## src/rtl/button_counter.sv

```systemverilog
// button_counter: two asynchronous push buttons are synchronized, debounced
// against a shared prescaler tick and turned into one-cycle press pulses
// that step an up/down counter shown on the LED bank.
//
// Handshake: there is no valid/ready pair here. up_pulse/down_pulse are
// registered, one cycle wide, and each marks one accepted press. led
// reflects that pulse in the following cycle.
module button_counter #(
    parameter int N      = 8000,
    parameter int STABLE = 10,
    parameter int W      = 8
) (
    input  logic         clk,
    input  logic         rst,
    input  logic         btn_up,
    input  logic         btn_down,
    output logic [W-1:0] led,
    output logic         up_pulse,
    output logic         down_pulse
);

    localparam int PW = (N > 1) ? $clog2(N) : 1;
    localparam int CW = (STABLE > 1) ? $clog2(STABLE) : 1;
    localparam logic [PW-1:0] PRESC_LAST = PW'(N - 1);
    localparam logic [CW-1:0] CNT_LAST   = CW'(STABLE - 1);

    typedef enum logic [1:0] {
        IDLE         = 2'd0,
        PRESS_WAIT   = 2'd1,
        PRESSED      = 2'd2,
        RELEASE_WAIT = 2'd3
    } db_state_e;

    // Bit/index 0 is the up button, 1 is the down button throughout.
    logic [1:0]    sync1_q, sync1_d;
    logic [1:0]    sync2_q, sync2_d;
    logic [PW-1:0] presc_q, presc_d;
    logic          tick;
    db_state_e     state_q [2];
    db_state_e     state_d [2];
    logic [CW-1:0] cnt_q   [2];
    logic [CW-1:0] cnt_d   [2];
    logic [1:0]    pulse_q, pulse_d;
    logic [W-1:0]  led_q, led_d;

    // Two-flop synchronizer inputs; only the second stage is used downstream.
    always_comb begin
        sync1_d = {btn_down, btn_up};
        sync2_d = sync1_q;
    end

    // Free-running prescaler shared by both debouncers; tick on the last count.
    always_comb begin
        tick    = (presc_q == PRESC_LAST);
        presc_d = tick ? '0 : presc_q + PW'(1);
    end

    // Debounce FSMs: a new level must survive STABLE ticks; any level change
    // during a wait drops back to the settled state so cnt never accumulates.
    always_comb begin
        for (int b = 0; b < 2; b++) begin
            state_d[b] = state_q[b];
            cnt_d[b]   = cnt_q[b];
            pulse_d[b] = 1'b0;
            case (state_q[b])
                IDLE: begin
                    if (sync2_q[b]) begin
                        state_d[b] = PRESS_WAIT;
                        cnt_d[b]   = '0;
                    end
                end
                PRESS_WAIT: begin
                    if (!sync2_q[b]) begin
                        state_d[b] = IDLE;
                        cnt_d[b]   = '0;
                    end else if (tick) begin
                        if (cnt_q[b] == CNT_LAST) begin
                            state_d[b] = PRESSED;
                            cnt_d[b]   = '0;
                            pulse_d[b] = 1'b1;
                        end else begin
                            cnt_d[b] = cnt_q[b] + CW'(1);
                        end
                    end
                end
                PRESSED: begin
                    if (!sync2_q[b]) begin
                        state_d[b] = RELEASE_WAIT;
                        cnt_d[b]   = '0;
                    end
                end
                RELEASE_WAIT: begin
                    // A bounce back high resumes the held press without a pulse.
                    if (sync2_q[b]) begin
                        state_d[b] = PRESSED;
                        cnt_d[b]   = '0;
                    end else if (tick) begin
                        if (cnt_q[b] == CNT_LAST) begin
                            state_d[b] = IDLE;
                            cnt_d[b]   = '0;
                        end else begin
                            cnt_d[b] = cnt_q[b] + CW'(1);
                        end
                    end
                end
                default: begin
                    state_d[b] = IDLE;
                    cnt_d[b]   = '0;
                end
            endcase
        end
    end

    // Up/down counter reacting to the registered pulses; simultaneous presses cancel.
    always_comb begin
        led_d = led_q;
        case (pulse_q)
            2'b01:   led_d = led_q + W'(1);
            2'b10:   led_d = led_q - W'(1);
            default: led_d = led_q;
        endcase
    end

    // All state registers with synchronous active-high reset.
    always_ff @(posedge clk) begin
        if (rst) begin
            sync1_q <= '0;
            sync2_q <= '0;
            presc_q <= '0;
            pulse_q <= '0;
            led_q   <= '0;
            for (int b = 0; b < 2; b++) begin
                state_q[b] <= IDLE;
                cnt_q[b]   <= '0;
            end
        end else begin
            sync1_q <= sync1_d;
            sync2_q <= sync2_d;
            presc_q <= presc_d;
            pulse_q <= pulse_d;
            led_q   <= led_d;
            for (int b = 0; b < 2; b++) begin
                state_q[b] <= state_d[b];
                cnt_q[b]   <= cnt_d[b];
            end
        end
    end

    assign led        = led_q;
    assign up_pulse   = pulse_q[0];
    assign down_pulse = pulse_q[1];

endmodule

```

## config.mk

```make
export PLATFORM = sky130hd
export DESIGN_NAME = button_counter
export DESIGN_NICKNAME = d
export VERILOG_FILES = /design/src/rtl/button_counter.sv
export SDC_FILE = /design/constraint.sdc
export NUM_CORES = 1
export LEC_CHECK = 0
export ABC_AREA = 0
export BUFFER_PORTS_ARGS = -buffer_cell sky130_fd_sc_hd__buf_2
export CAP_MARGIN = 20
export CORE_MARGIN = 5
export CORE_UTILIZATION = 35
export CTS_BUF_LIST = sky130_fd_sc_hd__clkbuf_4 sky130_fd_sc_hd__clkbuf_8
export DETAILED_ROUTE_END_ITERATION = 7
export REMOVE_ABC_BUFFERS = 1
export SYNTH_ARGS = -nofsm -noshare
export SYNTH_HDL_FRONTEND = slang
export SYNTH_SLANG_ARGS = --single-unit
```

## constraint.sdc

```tcl
create_clock -name clk -period 5.5 [get_ports clk]
set_input_delay 1.1 -clock clk [delete_from_list [all_inputs] [get_ports clk]]
set_output_delay 1.1 -clock clk [all_outputs]
set_load 0.01 [all_outputs]
```

[Yosys cells after proc, flatten, opt, wreduce, memory -nomap -nowiden]
Memory sizes are Yosys's and may differ from the RTL's.
Index checks and enable logic that the tools add are counted.
Operators by class
  add/sub/neg operators: 5
  equal/unequal tests: 11
  multiplexer cells: 42
  bitwise operators: 9
  reduce and logical (&&, ||, !) cells: 6
Operator list (number)
  $mux 4: 14
  $mux 2: 18
  $pmux 4 s4: 2
  $pmux 2 s4: 2
  $pmux 8 s2: 1
  $add 13x1->13 const B: 1
  $eq 13x13->1 const B: 1
  $eq 2x2->1 const B: 5
  $add 4x1->4 const B: 2
  $add 8x1->8 const B: 1
  $eq 4x4->1 const B: 2
  $reduce_or 4->1: 2
  $sub 8x1->8 const B: 1
  $eq 2x1->1 const B: 3
  $mux 1: 5
  $not 1->1: 5
  $logic_not 2->1: 2
  $or 1x1->1: 4
  $reduce_bool 2->1: 1
  $reduce_or 2->1: 1
Word-level totals
  register bits after elaboration: 27
  RAM bits: 12
  input port bits: 4
  output and inout port bits: 10
  logic and storage cells: 81
  memories: 2
Memory list
  cnt_q: depth 2, width 4, read ports 2, clocked after memory_dff 0, write ports 2, line 41  | logic [CW-1:0] cnt_q [2];
  state_q: depth 2, width 2, read ports 2, clocked after memory_dff 0, write ports 2, line 39  | db_state_e state_q [2];

[Logic depth before layout (Yosys ltp)]
  word-level depth: 6
  gate-level depth with buffers: 10
  gate-level depth less buffers: 9

[Worst setup path after synthesis]
Ideal clock, no wire load.
  path type: register to register
  start point: register pulse_q[1]
  end point: register led_q[4] (netlist: led[4])
  setup time: 0.071 ns
  arrival: 2.081 ns
  required time: 5.429 ns
  path slack: 3.349 ns
  stages on the path, launching flop included: 10
  path buffers: 1
  clock period less this slack: 2.151 ns
  cells stage by stage: dfxtp_1 > ha_1 > buf_2 > xor2_1 > ha_1 > nor4_1 > nor4_2 > xnor2_1 > or3_1 > a21oi_1
On the way
  longest elaborated chain between the ends: 2
  elaborated cells between the ends (all ways): 4
  classes of those cells: eq/ne: 2; mux: 1; reduce/logical: 1
Ends and longest elaborated chain
  start, declared: line 43  | logic [1:0] pulse_q, pulse_d;
  start signal, assigned: line 140  | pulse_q <= pulse_d;
  $eq 2x2->1 / $eq 2x1->1 (equally long branches): line 117  | case (pulse_q)
  $pmux 8 s2 / $reduce_bool 2->1 (equally long branches)
  end signal, assigned: line 141  | led_q <= led_d;
  end, declared: line 44  | logic [W-1:0] led_q, led_d;
Several ways; a longest one is shown, not always the timed one.
A chain may end at the register's enable or synchronous reset.

==> impl_metrics.csv <==
group,metric,value,unit
clock_tree,numClockSinks,39,
power,clock_power_share,32.1,%
min_path,holdPathStages,1,
clock_tree,cts_hold_buf,0,
job,drv_cap,0,
drt,avgRoutedWirePerCell,11.3,um
drt,via_per_inst,5.03,
drt,detail-route-antenna-nets,0,
timing,worst_pin_slew,0.957,ns
global_routing,antenna_found_initial,0,
clock_tree,clockBufferDepth,2,
finish,syn2layout_area_growth,8.76,%
power,p_int,430,uW
drt,route.vias.total,1675,
timing,rsz0062_at_grt,"no",
synth,synth-seq-area-share,36.4,%
clock_tree,htreeDepth,2,
synth,yosysWarningCount,0,
global_routing,grt_start_max_net_pins,30,
floorplan,boundaryPins,14,
global_routing,grt_use_total,10.5,%
clock_tree,clk_pin_slew,0.07,ns
floorplan,num_rows,28,
floorplan,dieWidth,88.3,um
drt,drt_first_pass_iters,4,
global_routing,grt_pass1_wl,6580,um
clock_tree,clockRootBuffer,"clkbuf_8",
drt,wl,3770,um
floorplan,fp.dieH,88.3,um
timing,slew_headroom,35.6,%
place,place_congestion,0.807,
timing,fmax,417,MHz
timing,hold_slack,0.437,ns
synth,synth_area,2140,um^2
run_status,status,"finished, final reports clean",
timing,tns,0,ns
synth,synth_ff_type,"dfxtp_1",
setup_path,crit_type,"reg -> reg",
min_path,hold_path.class,"reg -> reg",
floorplan,die_area,7790,um^2
finish,fin_util,39.4,%
setup_path,cp-end-kind,"flip-flop",
setup_path,critPathRequiredTime,5.72,ns
finish,nets,275,
drt,first_iter_violations,38,
setup_path,reg2reg_depth,5,
global_routing,grt_pass1_vias,1574,
floorplan,initial_utilization,36.2,%
timing,finalCritPeriodShare,43.6,%
floorplan,core_area,5920,um^2
timing,period_needed,2.40,ns
place,pre_cts_slack,3.11,ns
synth,synth_cells,249,
power,seqPwrFrac,51.6,%
global_routing,grt-ovfl-total,0,
timing,slew_viol_final,0,
power,peakVddDrop,0.000154,V
setup_path,crit_path_start_kind,"flip-flop",
timing,fin_ws,3.10,ns
synth,synthArstFlopShare,0,%
clock_tree,numCtsBuffers,5,
setup_path,critPathArrivalTime,2.62,ns
drt,drcViolationCount,0,
finish,drive_above_1_share,11.6,%
power,power_leakage,0.900,nW
power,netSwitchingFraction,27.6,%
timing,setup_viol,0,
synth,ys_types,49,
synth,synth_seq_cells,39,
power,switchingPower,164,uW
timing,hold_viol,0,
clock_tree,worstSkewPairLatency,0.29,ns
clock_tree,cts_tree,"built",
setup_path,cp_slowest_cell,"nor4_2",
synth,synth_edf_count,0,
power,powerDensity,255,nW/um^2
clock_tree,post_cts_buffers,0,
synth,avgSynthCellArea,8.61,um^2
clock_tree,cts_resized,0,
place,dp_hpwl,2670,um
setup_path,slowest_delay,0.85,ns
setup_path,critPathMaxFanout,12,
setup_path,cp_cell_sequence,"or3b_1, nor4_2, nand2_1, or3_1, a21oi_1",
power,comb_power_share,16.3,%
place,port_buffers,13,
finish,antenna_cells,0,
timing,fin_skew,0.00309,ns
-- state kept, by name, indices dropped and copies added (netlist names), named ones only --
register and cells:
cnt_q 8, led 8, presc_q 13, pulse_q 2, state_q 2, sync1_q 2
sync2_q 2
-- stage by stage --
step	area [um^2]	instances	power [mW]
after floorplan	2080	237	0.387
after global placement	2240	325	0.409
after detailed placement	2240	325	0.410
after CTS	2330	333	0.605
after global routing	2330	333	0.632
final	2330	333	0.594
-- layer usage --
layer,track usage [%],vias up,part of all wire (%)
met5,0,-,0
met4,3.98,0,1.2
met3,2.89,5,4.5
met2,17.5,21,44
met1,12.8,758,50
li1,-,891,-
-- final timing paths --
kind,slack [ns],from,endpoint
min,0.44,sync1_q[1],sync2_q[1]
min reg2reg,0.44,sync1_q[1],sync2_q[1]
max reg2reg,3.10,presc_q[7],cnt_q[0][0]
max,3.10,presc_q[7],cnt_q[0][0]
-- worst max-delay path: cells and delay by family, from the launching register on --
family | cells | cell delay, ns
compound gates | 1 | 0.14
flops | 1 | 0.33
simple gates | 4 | 1.87
-- logic make-up after synthesis --
kind of cell	synth area share [%]
flip-flops	36.4
buffers and inverters	4.55
XOR/XNOR	8.17
AND/OR/NAND/NOR	27.6
adder cells (fa/ha/maj)	8.17
AO/OA/AOI/OAI	12.7
multiplexers	2.39
-- power by group through the flow --
stage | sequential (mW) | combinational [mW] | clock [mW]
detailed placement | 0.313 | 0.0976 | 0
floorplan | 0.310 | 0.0770 | 0
global placement | 0.312 | 0.0971 | 0
global route | 0.309 | 0.110 | 0.213
CTS | 0.306 | 0.0979 | 0.201
finish | 0.306 | 0.0970 | 0.191
-- cell type report --
class	instances	area (um^2)
flip-flops and latches	39	781
repair buffers	13	65.1
well taps	75	93.8
clock inverters	2	12.5
clock buffers	6	76.3
multi-input cells	188	1260
fillers	606	3590
inverters	10	37.5
-- layout by cell type, fill, tap and decap left out, types with 6 or more instances in the layout --
cell type,n
dfxtp_1,39
nor2_1,32
ha_1,14
buf_2,13
xor2_1,12
nand2_1,12
a21oi_1,11
inv_1,10
nand3_1,10
nor3_1,10
xnor2_1,8
nor2b_1,7
o21ai_0,6
-- cells in the mapped netlist (3+ instances only) --
master,n,area share [%]
nand3_1,10,2.3
dfxtp_1,39,36
a211oi_1,3,1.1
and3_1,5,1.5
o21ai_0,6,1.4
nor2_1,32,5.6
nand2_1,12,2.1
nor3_1,10,2.3
xor2_1,12,4.9
or3_1,4,1.2
o31ai_1,3,1.1
nand4_1,5,1.5
nor3b_1,3,1.1
a21oi_1,11,2.6
clkbuf_1,6,1.1
mux2i_1,4,1.9
ha_1,14,8.2
nand2b_1,5,1.5
nor2b_1,7,2.0
inv_1,10,1.8
xnor2_1,8,3.3
a31oi_1,3,0.88
buf_2,3,0.70
(Power assumes the default switching activity.)
